`src/rtl/pattern_detect_ctrl.sv`:
```
// Serial pattern detector with a bounded detection window and match counter.
// Optional macro PATTERN_DETECT_OVERLAP_EN keeps history after a match so overlapping occurrences count.
module pattern_detect_ctrl #(
   parameter int PAT_W = 3,
   parameter int CNT_W = 8
) (
   input  logic             clk,
   input  logic             reset_n,
   input  logic             cfg_we,
   input  logic [PAT_W-1:0] cfg_pattern,
   input  logic [CNT_W-1:0] cfg_len,
   input  logic             start,
   input  logic             abort,
   input  logic             x,
   input  logic             x_valid,
   output logic             busy,
   output logic             match,
   output logic [CNT_W-1:0] match_count,
   output logic             done
);

   localparam int                FILL_W   = $clog2(PAT_W);
   localparam logic [FILL_W-1:0] FILL_MAX = FILL_W'(PAT_W - 1);
   localparam logic [7:0]        PAT_RST8 = 8'b0000_0011;
   localparam logic [PAT_W-1:0]  PAT_RST  = PAT_RST8[PAT_W-1:0];

   typedef enum logic [1:0] {S_IDLE, S_RUN, S_DONE} state_t;

   state_t             state, state_nxt;
   logic [PAT_W-1:0]   pattern_q;
   logic [CNT_W-1:0]   len_q;
   logic [PAT_W-2:0]   history;
   logic [FILL_W-1:0]  fill;
   logic [CNT_W-1:0]   bit_cnt;
   logic [PAT_W-1:0]   window;
   logic               accept;
   logic               last_bit;

   function automatic logic [CNT_W-1:0] sat_inc(input logic [CNT_W-1:0] v);
      return (&v) ? v : v + CNT_W'(1);
   endfunction

   function automatic logic [FILL_W-1:0] fill_inc(input logic [FILL_W-1:0] v);
      return (v == FILL_MAX) ? v : v + FILL_W'(1);
   endfunction

   assign window   = {history, x};
   assign accept   = (state == S_RUN) && x_valid;
   assign last_bit = accept && ((bit_cnt + CNT_W'(1)) == len_q);

   always_ff @(posedge clk or negedge reset_n) begin
      if (!reset_n) state <= S_IDLE;
      else          state <= state_nxt;
   end

   always_comb begin
      state_nxt = state;
      busy      = 1'b0;
      done      = 1'b0;
      match     = 1'b0;
      case (state)
         S_IDLE: begin
            if (start) state_nxt = (len_q != '0) ? S_RUN : S_DONE;
         end
         S_RUN: begin
            busy  = 1'b1;
            match = accept && (fill == FILL_MAX) && (window == pattern_q);
            // Abort wins over completion: no done pulse for an aborted window.
            if (abort)         state_nxt = S_IDLE;
            else if (last_bit) state_nxt = S_DONE;
         end
         S_DONE: begin
            done      = 1'b1;
            state_nxt = S_IDLE;
         end
         default: state_nxt = S_IDLE;
      endcase
   end

   always_ff @(posedge clk or negedge reset_n) begin
      if (!reset_n) begin
         pattern_q   <= PAT_RST;
         len_q       <= '0;
         history     <= '0;
         fill        <= '0;
         bit_cnt     <= '0;
         match_count <= '0;
      end else begin
         if (state == S_IDLE) begin
            if (cfg_we) begin
               pattern_q <= cfg_pattern;
               len_q     <= cfg_len;
            end
            if (start) begin
               history     <= '0;
               fill        <= '0;
               bit_cnt     <= '0;
               match_count <= '0;
            end
         end
         if (accept) begin
            history <= window[PAT_W-2:0];
            bit_cnt <= bit_cnt + CNT_W'(1);
`ifdef PATTERN_DETECT_OVERLAP_EN
            fill    <= fill_inc(fill);
`else
            // Without overlap the next match must be built from fresh bits.
            fill    <= match ? '0 : fill_inc(fill);
`endif
            if (match) match_count <= sat_inc(match_count);
         end
      end
   end

endmodule
```
`config.mk`:
```
export PLATFORM = sky130hd
export DESIGN_NAME = pattern_detect_ctrl
export DESIGN_NICKNAME = d
export VERILOG_FILES = /design/src/rtl/pattern_detect_ctrl.sv
export SDC_FILE = /design/constraint.sdc
export NUM_CORES = 1
export LEC_CHECK = 0
export CORE_MARGIN = 1.5
export CORE_UTILIZATION = 50
export CTS_CLUSTER_DIAMETER = 50
export CTS_CLUSTER_SIZE = 16
export DETAILED_ROUTE_END_ITERATION = 8
export GPL_TIMING_DRIVEN = 0
export HOLD_SLACK_MARGIN = 0.15
export PLACE_DENSITY = 0.84
export SETUP_SLACK_MARGIN = 0.15
export SLEW_MARGIN = 20
export SYNTH_ARGS = -nofsm -noshare
export SYNTH_HDL_FRONTEND = slang
export SYNTH_SLANG_ARGS = --single-unit
export TNS_END_PERCENT = 10
```
`constraint.sdc`:
```
create_clock -name clk -period 5.25 [get_ports clk]
set_input_delay 0.525 -clock clk [delete_from_list [all_inputs] [get_ports clk]]
set_output_delay 0.525 -clock clk [all_outputs]
set_load 0.005 [all_outputs]
```
# --- After elaboration in Yosys (flattened, before gate mapping) ---
# Index checks and enable logic that the tools add are counted.
# Widths: inputs -> output; s select.
word_totals:
  register_bits: 33
  out_inout_bits: 11
  word_cells: 54
op_classes:
  addsub: 3
  n_eq_ne: 9
  mux: 22
  reduce_logical: 13
op_table:
  columns: ["cell", "count"]
  rows:
  - ["$mux 8", 8]
  - ["$mux 2", 10]
  - ["$add 8x1->8 const B", 2]
  - ["$ne 3x3->1 const B", 3]
  - ["$eq 8x8->1", 1]
  - ["$reduce_and 8->1", 1]
  - ["$reduce_bool 8->1", 1]
  - ["$reduce_and 2->1", 3]
  - ["$eq 2x2->1 const B", 2]
  - ["$logic_and 1x1->1", 4]
  - ["$pmux 2 s2", 1]
  - ["$reduce_bool 2->1", 2]
  - ["$eq 3x3->1", 1]
  - ["$mux 1", 3]
  - ["$reduce_and 3->1", 1]
  - ["$add 2x1->2 const B", 1]
  - ["$eq 2x1->1 const B", 1]
  - ["$logic_not 2->1", 1]
  - ["$ne 2x2->1 const B", 1]

# --- Logic depth before layout (Yosys ltp) ---
# Gate-level depths: netlist (run 1).
logic_depth:
  word_depth: 7
  depth_mapped: 8

# --- Worst setup path after synthesis (run 1) ---
# Ideal clock, no wire load.
synth_path:
  kind: "register to register"
  startpoint: "register bit_cnt[0]"
  endpoint: "register state[1]"
  arrival_ps: 1768
  required_time_ps: 5184
  setup_slack_ps: 3417
  path_stages_with_launch: 7
  n_path_buf: 0
  synth_period_minus_slack_ps: 1833
  path_cell_list: "dfrtp_1 ha_1 xnor2_1 o2111ai_1 a211o_1 a2111oi_2 a31o_1"
synth_via:
  elab_chain_cells: 5
synth_lines:
  columns: ["item", "line_no", "text"]
  rows:
  - ["start, declared", "34", "logic [CNT_W-1:0] bit_cnt;"]
  - ["start signal, assigned", "103", "bit_cnt <= bit_cnt + CNT_W'(1);"]
  - ["$add 8x1->8", "49", "assign last_bit = accept && ((bit_cnt + CNT_W'(1)) == len_q);"]
  - ["$eq 8x8->1", "49", null]
  - ["$logic_and 1x1->1", "49", null]
  - ["$ne 3x3->1 (no source line)", null, null]
  - ["$reduce_and 2->1 (no source line)", null, null]
  - ["end signal, assigned", "53", "else state <= state_nxt;"]
  - ["end, declared", "29", "state_t state, state_nxt;"]
# Every way passes these cells.
# A chain may end at the register's enable or synchronous reset.

# --- Worst setup path in the final report (run 1) ---
layout_path:
  startpoint: "input x_valid"
  endpoint: "output match"
layout_via:
  elab_chain_cells: 4
layout_lines:
  columns: ["item", "line_no", "text"]
  rows:
  - ["start, declared", "15", "input logic x_valid,"]
  - ["$logic_and 1x1->1", "48", "assign accept = (state == S_RUN) && x_valid;"]
  - ["$logic_and 1x1->1 (2 in series)", "67", "match = accept && (fill == FILL_MAX) && (window == pattern_q);"]
  - ["$mux 1", "61", "case (state)"]
  - ["end, declared", "17", "output logic match,"]
# Every way passes these cells.

==> results.toml, run 1 <==
[status]
status = "finished, final reports clean"

[placed_design]
io_buffers = 28
routabilityCongestion = 0.831
post-place-ws_ps = 2420
dpl.hpwl_um = 2700
dpl_cell_area_sq_mm = 0.00216

[clocking]
cts_made_buffers = 5
post_cts_buffers = 0
cts_root_buf = "clkbuf_4"
clkTransAtPathRegs_ps = 110
postCtsHoldBufs = 0
clk_path_buf_depth = 2
insertion_delay_ps = 340
cts.sink_count = 33
cts_resized = 0
cts_tree = "built"
cts-htree-levels = 2

[finish]
fill_cells = 275
finalInstanceArea_sq_mm = 0.00222
diodes = 0
drive_above_1_share_pct = 14.0
layout.nets = 236
area_growth_pct = 21.2

[global_routing]
grtUsageTotal_pct = 20.1
grt_max_degree = 34
grt_pass1_wl_um = 6350
grt_overflow = 0
antenna_found_initial = 0
grt_pass1_vias = 1433

[timing]
fin_ws_ps = 2400
hold_viol_final = 0
setup_tns_ps = 0
period_needed_ps = 2850
max_freq_mhz = 351
worst_pin_slew_ps = 703
setup_viol = 0
rsz0062_at_grt = "no"
slew_headroom_pct = 53.0
slew_violations = 0
fin_skew_ps = 19.4
finalCritPeriodShare_pct = 54.3
whs_ps = 224

[worst_setup_path]
cpLargestDelayFamily = "buffers and inverters"
critPathRequiredTime_ps = 4720
rrSetupSlack_ps = 3230
crit_path_start_kind = "primary input"
rr_startpoint = "bit_cnt[0]$_DFFE_PN0P_"
cp-end-kind = "primary output"
cpPeakStageDelay_ps = 520
slowest_stage = "clkdlybuf4s50_1"
reg2reg_depth = 6
crit_arrival_ps = 2330
worstReg2RegEnd = "state[1]$_DFFE_PN0P_"
path_cells = "clkdlybuf4s50_1 > and4b_1 > nand4_1 > clkbuf_1 > inv_1 > clkdlybuf4s50_1"
critical_path_buf_inv_count = 4
critPathMaxFanout = 10
crit_top_cell = "clkdlybuf4s50_1"
critPathKind = "in2out"

[die]
start_util_pct = 53.6
dieArea_sq_mm = 0.00403
row_count = 21
die_h_um = 63.5
fp.dieW_um = 63.5
core_region_area_sq_mm = 0.00342
io_pins = 29

[logic_synthesis]
synth_area_sq_mm = 0.00183
syn_avg_cell_area_sq_um = 10.2
yosysSeqAreaShare_pct = 45.3
ys_types = 48
synth_edf_count = 0
synth_seq_cells = 33
syn_nets = 201
synthFlopType = "dfrtp_1"
synth_cells = 180
synth_warnings = 0
synthArstFlopShare_pct = 100

[route]
drt-initial-drc-count = 44
wl_per_cell_um = 13.7
routed_wirelength_um = 3580
vias = 1465
drt-pass1-iter-count = 4
drc_errors = 0
ant_nets = 0
via_per_inst = 5.61

[pwr]
ir_drop_mv = 0.242
powerDensity_mw_per_mm2 = 293
p_leak_nw = 0.922
fin_total_pwr_uw = 649

[job]
max_cap_violations = 0

[hold_path]
hp-class = "in2async"
-- layout by cell type, fill, tap and decap left out, drive strengths merged, types with 4 or more instances in the layout --
cell type      netlist  routed
dfrtp               31      31
clkdlybuf4s50        0      27
nor2                15      15
o21ai               15      15
nand2               14      14
mux2                12      12
clkbuf               4      11
inv                  7       7
xnor2                7       7
nand3                6       6
a21oi                6       6
and3                 6       6
nand2b               5       5
nand4                4       4
-- cells by family (layout without fill, tap and decap cells) --
| group | after synthesis | count (layout) | share of synthesized area [%] |
|---|---|---|---|
| adders and majority gates | 3 | 3 | 2.05 |
| xor gates and xnor gates | 10 | 10 | 5.81 |
| AOI/OAI and AO/OA | 42 | 42 | 15.4 |
| and+or+nand+nor | 68 | 68 | 21.2 |
| DFF | 33 | 33 | 45.3 |
| muxes | 12 | 12 | 7.39 |
| buffers and inverters | 12 | 47 | 2.87 |
-- final cells by class --
| class | instances | area [sq um] | share of cell area [%] |
|---|---|---|---|
| buffer | 5 | 26.3 | 1.19 |
| clock buffer | 7 | 55.1 | 2.48 |
| inverter | 7 | 26.3 | 1.19 |
| multi-input combinational | 135 | 948 | 42.8 |
| sequential | 33 | 828 | 37.4 |
| tap | 46 | 57.6 | 2.60 |
| timing repair buffer | 28 | 275 | 12.4 |
-- through the flow --
step / util, % / instances
after detailed placement: 63.3 / 254
after global placement: 63.4 / 254
after global routing: 64.9 / 261
final: 64.9 / 261
after floorplan: - / 180
after CTS: 64.9 / 261
-- metal layers --
metal  up-vias  share of wire [%]  global-route usage [%]
li1        728                  -                       -
met1       689                 49                    27.5
met2        42                 45                    31.1
met3         6                5.1                    5.54
met4         0                1.3                    6.52
met5         -                  0                       0
-- registers in the layout, summed over array words and instances (netlist names) --
name         cells
len_q            8
pattern_q        3
bit_cnt          8
match_count      8
state            2
history          2
fill             2
-- power by group --
part,internal [mW],leakage (nW),switching [mW]
sequential,0.296,0.426,0.0423
clock,0.0632,0.0314,0.0802
combinational,0.0899,0.465,0.0776
-- worst max path at each step --
stage | to | slack, ps | startpoint | cells after the start
floorplan | state[1]$_DFFE_PN0P_ | 3420 | bit_cnt[0]$_DFFE_PN0P_ | 6
global placement | match | 2420 | x_valid | 6
detailed placement | match | 2420 | x_valid | 6
CTS | match | 2400 | x_valid | 6
global route | match | 2280 | fill[0]$_DFFE_PN0P_ | 7
finish | match | 2400 | x_valid | 6
-- synthesized netlist by cell type (3+ instances only) --
library cell	number	area share (%)
a21oi_1	6	1.6
a22o_1	3	1.4
and3_1	4	1.4
clkbuf_1	4	0.82
dfrtp_1	31	42
ha_1	3	2.1
inv_1	7	1.4
mux2_2	12	7.4
nand2_1	14	2.9
nand2b_1	5	1.7
nand3_1	6	1.6
nand4_1	3	1.0
nor2_1	15	3.1
o21ai_0	15	4.1
xnor2_1	6	2.9
xor2_1	3	1.4
No activity file was read; power rests on OpenSTA's default activity.
==> run 2, diff against run 1 <==
Settings changed: CORE_UTILIZATION 50 to 48.
Clock period 5.25 ns to 2.35 ns, I/O delays scaled along.
==> results.toml, run 2 (synthesized netlist as in run 1, its figures left out) <==
[clocking]
cts-htree-levels = 2
cts.sink_count = 33
clkTransAtPathRegs_ps = 70
cts_root_buf = "clkbuf_8"
cts_tree = "built"
cts_made_buffers = 5
insertion_delay_ps = 290
clk_path_buf_depth = 2

[finish]
fill_cells = 297
area_growth_pct = 26.1
final_common_cell = "dfrtp_1"
reg.largest.list = "bit_cnt x8, len_q x8, match_count x8"
fin_util_pct = 63.0
layout.nets = 239
final_cell_mix = "dfrtp_1, clkdlybuf4s50_1, nor2_1, o21ai_0, nand2_1"
instances_no_fill = 267
drive_above_1_share_pct = 16.4
finalInstanceArea_sq_mm = 0.00231
diodes = 0

[worst_setup_path]
critPathMaxFanout = 4
crit_path_start_kind = "flop"
critPathKind = "reg2out"
crit_top_cell = "inv_1"
rrSetupSlack_ps = 350
critical_path_buf_inv_count = 4
cpLargestDelayFamily = "buffers and inverters"
crit_arrival_ps = 1820
path_cells = "inv_1 > ha_2 > and4b_1 > nand4_1 > clkbuf_8 > inv_1 > dlygate4sd2_1"
slowest_stage = "dfrtp_1"
critPathRequiredTime_ps = 2120
cp-end-kind = "primary output"
cpPeakStageDelay_ps = 380

[timing]
setup_tns_ps = 0
finalCritPeriodShare_pct = 87.6
fin_ws_ps = 290
rsz0062_at_grt = "no"
max_freq_mhz = 486
setup_viol = 0
slew_headroom_pct = 49.7
worst_pin_slew_ps = 753
whs_ps = 377
hold_viol_final = 0
slew_violations = 0
period_needed_ps = 2060
fin_skew_ps = 2.18

[pwr]
powerDensity_mw_per_mm2 = 675
p_leak_nw = 0.964
ir_drop_mv = 0.484
fin_total_pwr_mw = 1.56

[status]
status = "finished, final reports clean"

[global_routing]
grt_pass1_wl_um = 6640
grtUsageTotal_pct = 20.9
antenna_found_initial = 0
grt_max_degree = 22
grt_pass1_vias = 1402
grt_overflow = 0

[placed_design]
dp.cells = 257
dpl_cell_area_sq_mm = 0.00219
routabilityCongestion = 0.854
io_buffers = 28
dpl.hpwl_um = 2890
post-place-ws_ps = 94.0

[route]
via_per_inst = 5.61
wl_per_cell_um = 14.4
drc_errors = 0
ant_nets = 0
vias = 1497
drt-initial-drc-count = 44
routed_wirelength_um = 3840
drt-pass1-iter-count = 4

[die]
fp.dieW_um = 64.7
core_region_area_sq_mm = 0.00366
start_util_pct = 50.0
io_pins = 29
dieArea_sq_mm = 0.00419
die_h_um = 64.7
row_count = 22

[hold_path]
hp-class = "in2async"

[job]
max_cap_violations = 0
## run 2: cell count changes in the layout (fill, tap and decap cells not counted), sizes merged
cell,delta
clkbuf,-1
clkinv,+2
buf,+2
dlygate4sd3,+1
clkdlybuf4s50,-1
dlygate4sd2,+1
## run 2: cell type report
class	instances	area [sq um]	area share (%)
buffer	5	36.3	1.57
clock buffer	6	72.6	3.15
clock inverter	2	10.0	0.434
inverter	7	26.3	1.14
multi-input combinational	135	953	41.3
sequential	33	828	35.9
tap	48	60.1	2.60
timing repair buffer	31	319	13.8
## run 2: worst paths after layout
kind                                              end              startpoint  cells after the start
setup / recovery                                match     fill[0]$_DFFE_PN0P_                      7
hold / removal             match_count[2]$_DFFE_PN0P_                 reset_n                      2
max in group asynchronous    pattern_q[0]$_DFFE_PN1P_                 reset_n                      3
setup reg to reg           match_count[3]$_DFFE_PN0P_     fill[0]$_DFFE_PN0P_                      9
min in group clk               history[1]$_DFFE_PN0P_  history[1]$_DFFE_PN0P_                      1
hold reg to reg                history[1]$_DFFE_PN0P_  history[1]$_DFFE_PN0P_                      1
## run 2: layer usage
layer,up-vias,wire (um),track usage [%]
li1,738,-,-
met1,718,1900,30.3
met2,32,1740,30.0
met3,9,130,4.86
met4,0,72,8.78
met5,-,0,0
## run 2: report_power, final
part	switching (mW)	leakage (nW)	internal, mW	total, mW
Clock	0.208	0.0450	0.205	0.413
Sequential	0.0965	0.426	0.663	0.759
Combinational	0.174	0.493	0.210	0.384
## run 2: timing repair
item / 4_1_cts / 5_1_grt
hold buffers: 1 / 0
pin swaps: 1 / 0
setup buffers: 1 / 0
resized for setup: 5 / 1
endpoints found under the setup margin: 1 / 1
hold endpoints to repair: 16 / 0
==> run 3, diff against run 2 <==
Settings changed: CORE_UTILIZATION 48 to 50.
Clock period 2.35 ns to 2.25 ns, I/O delays scaled along.
==> results.toml, run 3 (synthesized netlist as in run 1, its figures left out) <==
[status]
status = "finished, final reports clean"

[timing]
max_freq_mhz = 491
slew_headroom_pct = 53.2
fin_ws_ps = 215
period_needed_ps = 2040
setup_viol = 0
slew_violations = 0
rsz0062_at_grt = "yes"
finalCritPeriodShare_pct = 90.5
setup_tns_ps = 0
worst_pin_slew_ps = 703
fin_skew_ps = 18.2
hold_viol_final = 0

[global_routing]
grtUsageTotal_pct = 20.3
grt_pass1_wl_um = 6420
grt_overflow = 0
antenna_found_initial = 0
grt_max_degree = 34
grt_pass1_vias = 1446

[die]
io_pins = 29
fp.dieW_um = 63.5
die_h_um = 63.5
dieArea_sq_mm = 0.00403
start_util_pct = 53.6
row_count = 21
core_region_area_sq_mm = 0.00342

[finish]
drive_above_1_share_pct = 17.4
diodes = 0
final_cell_mix = "dfrtp_1, clkdlybuf4s50_1, nor2_1, o21ai_0, nand2_1"
multi_input_area_sq_um = 958
area_growth_pct = 24.1
final_common_cell = "dfrtp_1"
fill_cells = 264
layout.nets = 240
reg.largest.list = "bit_cnt x8, len_q x8, match_count x8"
seq_area_sq_um = 828

[route]
vias = 1484
ant_nets = 0
via_per_inst = 5.60
drt-initial-drc-count = 42
drc_errors = 0
routed_wirelength_um = 3630
wl_per_cell_um = 13.7
drt-pass1-iter-count = 5

[clocking]
insertion_delay_ps = 330
cts_made_buffers = 5
clk_path_buf_depth = 2
clkTransAtPathRegs_ps = 110
cts_tree = "built"
cts_root_buf = "clkbuf_4"
cts.sink_count = 33
cts-htree-levels = 2

[worst_setup_path]
cp-end-kind = "primary output"
critPathMaxFanout = 4
crit_arrival_ps = 1810
rrSetupSlack_ps = 250
critPathRequiredTime_ps = 2030
crit_path_start = "fill[0]$_DFFE_PN0P_"
path_cells = "inv_1 > ha_2 > and4b_1 > nand4_1 > clkbuf_8 > inv_2 > clkdlybuf4s15_1"
slowest_stage = "dfrtp_1"
rr_startpoint = "fill[0]$_DFFE_PN0P_"
crit_path_start_kind = "flop"
worstReg2RegEnd = "match_count[3]$_DFFE_PN0P_"
cpPeakStageDelay_ps = 390
critPathKind = "reg2out"
reg2reg_depth = 9

[placed_design]
routabilityCongestion = 0.831
post-place-ws_ps = 16.0
dpl.hpwl_um = 2700
io_buffers = 28

[job]
max_cap_violations = 0

[pwr]
p_leak_nw = 0.944
seqPwrFrac_pct = 51.7
combPwrFrac_pct = 26.8
ir_drop_mv = 0.592
powerDensity_mw_per_mm2 = 675
swShare_pct = 30.5
p_sw_uw = 467
p_clk_share_pct = 21.6
p_int_mw = 1.06

[hold_path]
hp-class = "in2async"
## run 3: through the flow
step | util, % | hold slack (ps) | power, mW | instance area (sq um) | std cells
2_1_floorplan | - | -70.6 | 1.06 | 1830 | 180
3_3_place_gp | 63.4 | 510 | 1.17 | 2170 | 254
3_5_place_dp | 63.3 | 309 | 1.19 | 2160 | 254
4_1_cts | 66.0 | 486 | 1.52 | 2250 | 264
5_1_grt | 66.4 | 497 | 1.63 | 2270 | 265
6_report | 66.4 | 458 | 1.53 | 2270 | 265
## run 3: worst max-delay path by stage
stage | to | cells after the start
2_1_floorplan | state[1]$_DFFE_PN0P_ | 6
3_3_place_gp | match | 6
3_5_place_dp | match | 6
4_1_cts | match | 7
5_1_grt | match | 7
6_report | match | 7
## run 3: power groups by stage
stage	logic, mW	clock network [mW]	registers, mW
2_1_floorplan	0.285	0	0.774
3_3_place_gp	0.373	0	0.795
3_5_place_dp	0.390	0	0.801
4_1_cts	0.395	0.338	0.789
5_1_grt	0.454	0.371	0.808
6_report	0.410	0.330	0.791
## run 3: timing repair
| item | CTS | global route |
|---|---|---|
| hold buffers | 1 | 0 |
| gates resized for setup | 6 | 3 |
| setup buffers | 2 | 1 |
| gates cloned | 0 | 0 |
| setup endpoints to repair | 1 | 5 |
| pin swaps | 1 | 0 |
| hold endpoints to repair | 31 | 0 |
## run 3: final cells by class
type	count	share of cell area (%)
Inverter	7	1.16
Buffer	5	1.60
Timing Repair Buffer	32	13.6
Multi-Input combinational cell	135	42.2
Tap cell	46	2.54
Clock buffer	7	2.43
Sequential cell	33	36.5
## run 3: critical path: cells and delay by family, from the launching register on
family | cells | cell delay [ps]
fa+ha+maj | 1 | 180
flops | 1 | 390
buf+inv | 4 | 520
simple gates | 2 | 390
## run 3: metal layers
metal | vias to the layer above | part of all wire, % | track usage [%]
met5 | - | 0 | 0
met4 | 0 | 1.3 | 6.52
met3 | 6 | 4.4 | 5.54
met2 | 37 | 45 | 31.4
met1 | 704 | 49 | 27.7
li1 | 737 | - | -
